**src/rtl/fir_capture_pkg.sv**
```systemverilog
`default_nettype none
// ============================================================================
// Module      : fir_capture_pkg
// Description : Shared types and constants for the FIR result capture block.
// Revision    : 1.0 - initial release
// ============================================================================
package fir_capture_pkg;

  localparam int DEFAULT_DATA_W = 32;
  localparam int DEFAULT_DEPTH  = 64;

  // Status words sit directly after the sample window, at DEPTH + offset
  localparam int ADDR_COUNT_OFS = 0;
  localparam int ADDR_DROP_OFS  = 1;

  typedef enum logic [0:0] {
    CAPTURE = 1'b0,
    FULL    = 1'b1
  } cap_state_e;

endpackage
`default_nettype wire

```
**src/rtl/capture_ram.sv**
```systemverilog
`default_nettype none
// ============================================================================
// Module      : capture_ram
// Description : DEPTH x DATA_W RAM, one write port, asynchronous read, no reset.
// Revision    : 1.0 - initial release
// ============================================================================
module capture_ram
  import fir_capture_pkg::*;
#(
  parameter int DATA_W = DEFAULT_DATA_W,
  parameter int DEPTH  = DEFAULT_DEPTH,
  parameter int AW     = $clog2(DEPTH)
) (
  input  logic              clk,
  input  logic              we,
  input  logic [AW-1:0]     waddr,
  input  logic [DATA_W-1:0] wdata,
  input  logic [AW-1:0]     raddr,
  output logic [DATA_W-1:0] rdata
);

  logic [DATA_W-1:0] r_mem [DEPTH];

  always_ff @(posedge clk) begin
    if (we) begin
      r_mem[waddr] <= wdata;
    end
  end

  assign rdata = r_mem[raddr];

endmodule
`default_nettype wire

```
**src/rtl/fir_result_capture.sv**
```systemverilog
`default_nettype none
// ============================================================================
// Module      : fir_result_capture
// Description : Captures DEPTH filter samples, flags done, serves a host read map.
// Revision    : 1.0 - initial release
// ============================================================================
module fir_result_capture
  import fir_capture_pkg::*;
#(
  parameter int DATA_W = DEFAULT_DATA_W,
  parameter int DEPTH  = DEFAULT_DEPTH
) (
  input  logic              clk,
  input  logic              reset,
  input  logic              clear,
  input  logic              in_valid,
  input  logic [DATA_W-1:0] in_data,
  input  logic [31:0]       regAddr,
  output logic [31:0]       regData,
  output logic              done
);

  localparam int AW      = $clog2(DEPTH);
  localparam int C_CNT_W = AW + 1;
  localparam logic [AW:0] c_last      = C_CNT_W'(DEPTH - 1);
  localparam logic [31:0] c_cnt_addr  = 32'(DEPTH + ADDR_COUNT_OFS);
  localparam logic [31:0] c_drop_addr = 32'(DEPTH + ADDR_DROP_OFS);

  cap_state_e        r_state, w_state_nxt;
  logic [AW:0]       r_wr_cnt, w_wr_cnt_nxt;
  logic [31:0]       r_drop_cnt, w_drop_cnt_nxt;
  logic              r_done, w_done_nxt;
  logic              w_we;
  logic [DATA_W-1:0] w_rd_data;
  logic [31:0]       w_rd_word;
  logic [31:0]       w_wr_cnt32;

  capture_ram #(
    .DATA_W (DATA_W),
    .DEPTH  (DEPTH),
    .AW     (AW)
  ) u_ram (
    .clk   (clk),
    .we    (w_we),
    .waddr (r_wr_cnt[AW-1:0]),
    .wdata (in_data),
    .raddr (regAddr[AW-1:0]),
    .rdata (w_rd_data)
  );

  always_ff @(posedge clk or posedge reset) begin
    if (reset) begin
      r_state    <= CAPTURE;
      r_wr_cnt   <= '0;
      r_drop_cnt <= '0;
      r_done     <= 1'b0;
    end else begin
      r_state    <= w_state_nxt;
      r_wr_cnt   <= w_wr_cnt_nxt;
      r_drop_cnt <= w_drop_cnt_nxt;
      r_done     <= w_done_nxt;
    end
  end

  // clear wins over in_valid: the coincident sample is neither stored nor dropped
  always_comb begin
    w_state_nxt    = r_state;
    w_wr_cnt_nxt   = r_wr_cnt;
    w_drop_cnt_nxt = r_drop_cnt;
    w_done_nxt     = r_done;
    w_we           = 1'b0;
    if (clear) begin
      w_state_nxt    = CAPTURE;
      w_wr_cnt_nxt   = '0;
      w_drop_cnt_nxt = '0;
      w_done_nxt     = 1'b0;
    end else if (in_valid) begin
      case (r_state)
        CAPTURE: begin
          w_we         = 1'b1;
          w_wr_cnt_nxt = r_wr_cnt + C_CNT_W'(1);
          if (r_wr_cnt == c_last) begin
            w_state_nxt = FULL;
            w_done_nxt  = 1'b1;
          end
        end
        FULL: begin
          if (r_drop_cnt != '1) begin
            w_drop_cnt_nxt = r_drop_cnt + 32'd1;
          end
        end
        default: w_state_nxt = CAPTURE;
      endcase
    end
  end

  if (DATA_W >= 32) begin : g_rd_trunc
    assign w_rd_word = w_rd_data[31:0];
  end else begin : g_rd_zext
    assign w_rd_word = {{(32 - DATA_W){1'b0}}, w_rd_data};
  end

  assign w_wr_cnt32 = 32'(r_wr_cnt);

  // Slots at or above wr_cnt read as zero so stale RAM contents never leak out
  always_comb begin
    regData = '0;
    if (regAddr < w_wr_cnt32) begin
      regData = w_rd_word;
    end else if (regAddr == c_cnt_addr) begin
      regData = w_wr_cnt32;
    end else if (regAddr == c_drop_addr) begin
      regData = r_drop_cnt;
    end
  end

  assign done = r_done;

endmodule
`default_nettype wire

```
**config.mk**
```make
export PLATFORM = sky130hd
export DESIGN_NAME = fir_result_capture
export DESIGN_NICKNAME = d
export VERILOG_FILES = /design/src/rtl/fir_capture_pkg.sv /design/src/rtl/capture_ram.sv /design/src/rtl/fir_result_capture.sv
export SDC_FILE = /design/constraint.sdc
export NUM_CORES = 2
export LEC_CHECK = 0
export CAP_MARGIN = 30
export CORE_UTILIZATION = 55
export DETAILED_ROUTE_END_ITERATION = 7
export DONT_BUFFER_PORTS = 1
export PLACE_DENSITY = 0.76
export SYNTH_ARGS = -nofsm -noshare
export SYNTH_HDL_FRONTEND = slang
export SYNTH_HIERARCHICAL = 1
export SYNTH_SLANG_ARGS = --single-unit
```
**constraint.sdc**
```tcl
create_clock -name clk -period 7.25 [get_ports clk]
set_input_delay 1.45 -clock clk [delete_from_list [all_inputs] [get_ports clk]]
set_output_delay 1.45 -clock clk [all_outputs]
set_load 0.1 [all_outputs]
```
Word-level counts from Yosys, hierarchy flattened
Memories as Yosys holds them, arrays and structs flattened. Cells that the tools add are included.

$lt $le $gt $ge: 1. Mux-type cells: 23. $add $sub $neg: 2. Equal/unequal tests: 5. Reductions and logical operators: 7.

Operator list (count): $mux W32 (7); $eq A32 B7 Y1 const B (2); $add A32 B1 Y32 const B (1); $lt A32 B7 Y1 (1); $ne A32 B32 Y1 const B (1); $mux W7 (3); $mux W1 (13); $reduce_bool A2 Y1 (4); $add A7 B1 Y7 const B (1); $eq A7 B6 Y1 const B (1); $reduce_and A3 Y1 (2); $ne A2 B2 Y1 const B (1); $reduce_and A2 Y1 (1).

Memories kept: 1. Word-level logic and storage cells: 43. Bits of input ports: 68. RAM bits: 2048. Flip-flop bits (word level): 41.

Memories: u_ram.r_mem (words 64, bits a word 32, rd ports 1, clocked after Yosys merged registers in 0, write ports 1, line capture_ram.sv:22) `logic [DATA_W-1:0] r_mem [DEPTH];`.

Longest topological paths before layout
Word-level depth: 5. Depth in mapped cells: 12. Gate-level depth less buffers: 7.

By module
The synthesis kept the hierarchy.

Modules (own cells, without submodules): capture_ram (cells each 3292, area an instance 77874.7 µm², instances 1); fir_result_capture (cells each 391, area an instance 3029.2 µm², instances 1).

Least setup slack after synthesis
No wires, ideal clock.

Kind: input port to output port. Start point: in regAddr[2]. End point: out regData[13]. Setup slack: 1.385 ns. Buffers on the path: 5. Stages: 11. Data arrival time: 4.415 ns. Cell sequence: clkbuf_1 > buf_2 > buf_2 > buf_2 > buf_2 > mux2i_1 > a21oi_1 > a21oi_1 > nor2_1 > nand2_1 > a21oi_1.

Elaborated cells on any way between the ends: 7.

RTL lines: from (decl) (line fir_result_capture.sv:18) `input logic [31:0] regAddr,`; $mem_v2 Z64 W32; named net w_rd_data[13] (line fir_result_capture.sv:34) `logic [DATA_W-1:0] w_rd_data;`; $mux W32 (line fir_result_capture.sv:108) `if (regAddr < w_wr_cnt32) begin`; to (decl) (line fir_result_capture.sv:19) `output logic [31:0] regData,`.

The timed path passes the listed nets, and every way through them passes these cells.

Worst setup path in the final report
Start point: in regAddr[0]. End point: out regData[9].

The elaborated chain is that of the path after synthesis.

==> impl_metrics.json <==
{
  "syn_avg_cell_area_sq_um": 22.0,
  "min_period_ns": 6.43,
  "port_buffers": 0,
  "dp_hpwl_microns": 104000,
  "final_cell_area_sq_mm": 0.0904,
  "cp-end-kind": "output port",
  "post-route-period-util_pct": 88.8,
  "powerDensity_mw_per_mm2": 269,
  "worst-path-buf-inv": 1,
  "clock_skew_ns": 0.0247,
  "worstPathMaxFanout": 522,
  "critical_path.most_common_cell": "mux4_2",
  "cell_count_after_synthesis": 3683,
  "floorplan.initialDensity_pct": 55.5,
  "cp_data_arrival_time_ns": 4.98,
  "grt_antenna_before_repair": 8,
  "run_status": "finished, final reports clean",
  "timing.critical_path.max_delay_family": "multiplexers",
  "die_area_sq_mm": 0.149,
  "htree_levels": 4,
  "syn_to_final_growth_pct": 11.7,
  "synth-xor-area-share_pct": 0.0650,
  "layout.nets": 3873,
  "synthMuxAreaShare_pct": 16.4,
  "fp-row-count": 140,
  "worstPathCellList": "mux4_2 -> mux4_2 -> o22ai_1 -> nor2_1 -> nand2_1 -> a21oi_2 -> buf_4",
  "criticalPathCategory": "input pin to output port",
  "die_span_in_y_microns": 386,
  "yosys_reg_bits": 2089,
  "cts.root.buffer_cell": "clkbuf_16",
  "synth_nets": 3759,
  "first_pass_iters": 6,
  "yosysWarnings": 6,
  "final_weighted_congestion_in_routability_driven_placement": 0.912,
  "worst_slew_pin_slew_ns": 1.29,
  "ioPinCount": 101,
  "syn-cell-area_sq_mm": 0.0809,
  "worstSkewPairLatency_ns": 0.84,
  "core-area_sq_mm": 0.146,
  "clk_path_buf_depth": 3,
  "synth-main-ff-cell": "edfxtp_1",
  "cts_buffers": 196,
  "critical_path.slowest_cell": "mux4_2",
  "fillers": 9374,
  "grt.overflow.total": 0,
  "hold_viol": 0,
  "finalSetupTns_ns": 0,
  "synth_compound_area_share_pct": 2.29,
  "timing.final.setup_violations": 0,
  "ctsHoldBuffers": 0,
  "clock_tree_from_tritoncts": "done",
  "post_cts.repair.setup_buffers": 0,
  "grt_use_total_pct": 27.4,
  "vias": 40103,
  "maxClockFrequency_mhz": 155,
  "cap_viol_max_count": 0,
  "cp.required_ns": 5.80,
  "critPathLaunchType": "input pin",
  "yosys.area_share.simple_pct": 2.54,
  "grt_pass1_vias": 39821,
  "maxSlewHeadroom_pct": 13.9,
  "synth_async_sr_flop_share_pct": 1.96,
  "dominant_combinational_cell_family_by_area_after_synthesis": "multiplexers",
  "reg2reg_slack_ns": 2.90,
  "critical_path.max_stage_delay_ns": 0.88,
  "yosys.area_share.adder_pct": 0.124,
  "grt_first_pass_wirelength_microns": 284000,
  "peakVddDrop_v": 0.000207,
  "synth_edf_count": 2048,
  "rsz0062_at_grt": "false",
  "route.final.wire_length_microns": 202000,
  "ctsResizeCount": 0,
  "post_synth_num_cell_types": 62,
  "detail_route.vias_per_cell": 6.81,
  "placed_area_sq_mm": 0.0839,
  "power.static_leakage_nw": 27.9,
  "ys_seq_area_share_pct": 77.3,
  "cts.clk_slew.worst_paths_ns": 0.07,
  "antenna_left": 0,
  "die_w_microns": 386,
  "drv_slew": 0,
  "largest_net_degree_at_the_start_of_global_routing": 523,
  "wire_per_inst_microns": 34.4,
  "hold_class": "register to register",
  "drt-initial-drc-count": 5862,
  "clock_sink_count": 2089,
  "route.detailed.drc": 0,
  "share_of_cells_above_drive_strength_1_pct": 26.9
}
==> synth_stat cells (all sizes together) (3+ instances only) <==
cell type / count / share of area (%)
edfxtp: 2048 / 76
mux4: 544 / 15
nor2: 156 / 0.72
a21oi: 127 / 0.79
buf: 111 / 0.80
mux2i: 99 / 1.2
clkbuf: 95 / 0.44
o22ai: 84 / 0.65
nand2: 78 / 0.36
nand3: 44 / 0.28
dfrtp: 41 / 1.3
or3: 32 / 0.26
o221ai: 27 / 0.29
o21ai: 21 / 0.13
nor2b: 20 / 0.15
a22oi: 12 / 0.11
nand4: 12 / 0.11
nor3: 12 / 0.074
and3: 9 / 0.071
inv: 9 / 0.042
nand2b: 9 / 0.070
nor4: 9 / 0.088
a311oi: 8 / 0.087
ha: 8 / 0.12
or4: 8 / 0.077
nand3b: 7 / 0.065
o31ai: 5 / 0.046
or3b: 5 / 0.054
xnor2: 5 / 0.054
a41o: 4 / 0.049
and2: 4 / 0.031
o32ai: 4 / 0.043
a31oi: 3 / 0.023
and4: 3 / 0.032
mux2: 3 / 0.042
o211ai: 3 / 0.028
or2: 3 / 0.023
==> worst min-delay path: stages (launching register included) <==
cell and delay (ns):
dfrtp_1 0.38, a31oi_1 0.05, nor2_1 0.07
==> final timing paths <==
kind / startpoint / endpoint / cells past startpoint
worst max register to register: r_state$_DFFE_PP0P_ / u_ram/r_mem[14][12]$_DFFE_PP_ / 6
min in group asynchronous: reset / r_drop_cnt[27]$_DFFE_PP0P_ / 2
worst max-delay path: regAddr[0] / regData[9] / 7
worst min-delay path: r_state$_DFFE_PP0P_ / r_state$_DFFE_PP0P_ / 2
max in group asynchronous: reset / r_drop_cnt[0]$_DFFE_PP0P_ / 2
worst min register to register: r_state$_DFFE_PP0P_ / r_state$_DFFE_PP0P_ / 2
==> flip-flops by register name, indices dropped and copies added (netlist names) <==
register     cells
done             1
r_drop_cnt      32
r_wr_cnt         7
r_state          1
u_ram/r_mem   2048
==> routing by layer <==
metal  routed length (microns)  track usage [%]  share of wire, %  vias up
met5                       197             1.04             0.097        -
met2                     98100             43.6                48     2676
met1                     71700             35.7                35    21117
li1                          -                -                 -    15832
met3                     23000             7.63                11      476
met4                      9440             12.0               4.7        2
==> metrics by stage <==
stage / hold WS (ns) / utilization [%] / total power [mW] / std cells / setup slack, ns
final: 0.541 / 62.0 / 24.3 / 5888 / 0.815
after global placement: 0.519 / 57.4 / 14.2 / 5505 / 1.49
after floorplan: 0.499 / - / 14.2 / 3683 / 1.39
after global routing: 0.573 / 62.0 / 24.8 / 5881 / 0.805
after CTS: 0.538 / 62.0 / 24.4 / 5877 / 1.52
after detailed placement: 0.522 / 57.6 / 14.3 / 5512 / 1.55
==> kinds of logic (layout without fill, tap and decap cells) <==
group	Yosys count	count (layout)
muxes	646	646
other	0	7
AOI/OAI and AO/OA	302	302
adders and majority gates	8	8
DFF	2089	2089
buffers and inverters	216	497
xor gates and xnor gates	6	6
and+or+nand+nor	416	416
==> power by group <==
part	internal (mW)	leakage [nW]	switching [mW]	total (mW)
registers	13.3	19.0	0.0112	13.3
clock network	5.89	3.16	4.40	10.3
logic	0.387	5.80	0.377	0.764
==> placed cells by master (no fill, tap or decap), drive strengths merged, types with 5 or more instances in the layout <==
master | Yosys | layout
nor3 | 12 | 12
mux2i | 99 | 99
buf | 111 | 122
clkbuf | 95 | 235
inv | 9 | 14
nand2b | 9 | 9
edfxtp | 2048 | 2048
ha | 8 | 8
mux4 | 544 | 544
xnor2 | 5 | 5
or4 | 8 | 8
a22oi | 12 | 12
nand3b | 7 | 7
o31ai | 5 | 5
nor4 | 9 | 9
nand3 | 44 | 44
or3 | 32 | 32
diode | 0 | 7
nor2 | 156 | 156
o221ai | 27 | 27
nand4 | 12 | 12
nand2 | 78 | 78
bufinv | 0 | 23
a21oi | 127 | 127
dfrtp | 41 | 41
nor2b | 20 | 20
and3 | 9 | 9
a311oi | 8 | 8
clkinvlp | 0 | 5
or3b | 5 | 5
o22ai | 84 | 84
o21ai | 21 | 21
clkinv | 0 | 98
==> area by class of cell <==
type	count	area [sq um]	share of cell area [%]
sequential	2089	62500	69.2
multi-input combinational	1378	17900	19.8
clock buffer	234	5150	5.70
tap	1917	2400	2.65
clock inverter	131	1280	1.41
timing repair buffer	123	1040	1.15
inverter	9	33.8	0.0374
antenna	7	17.5	0.0194
No activity file was read; power rests on OpenSTA's default activity.
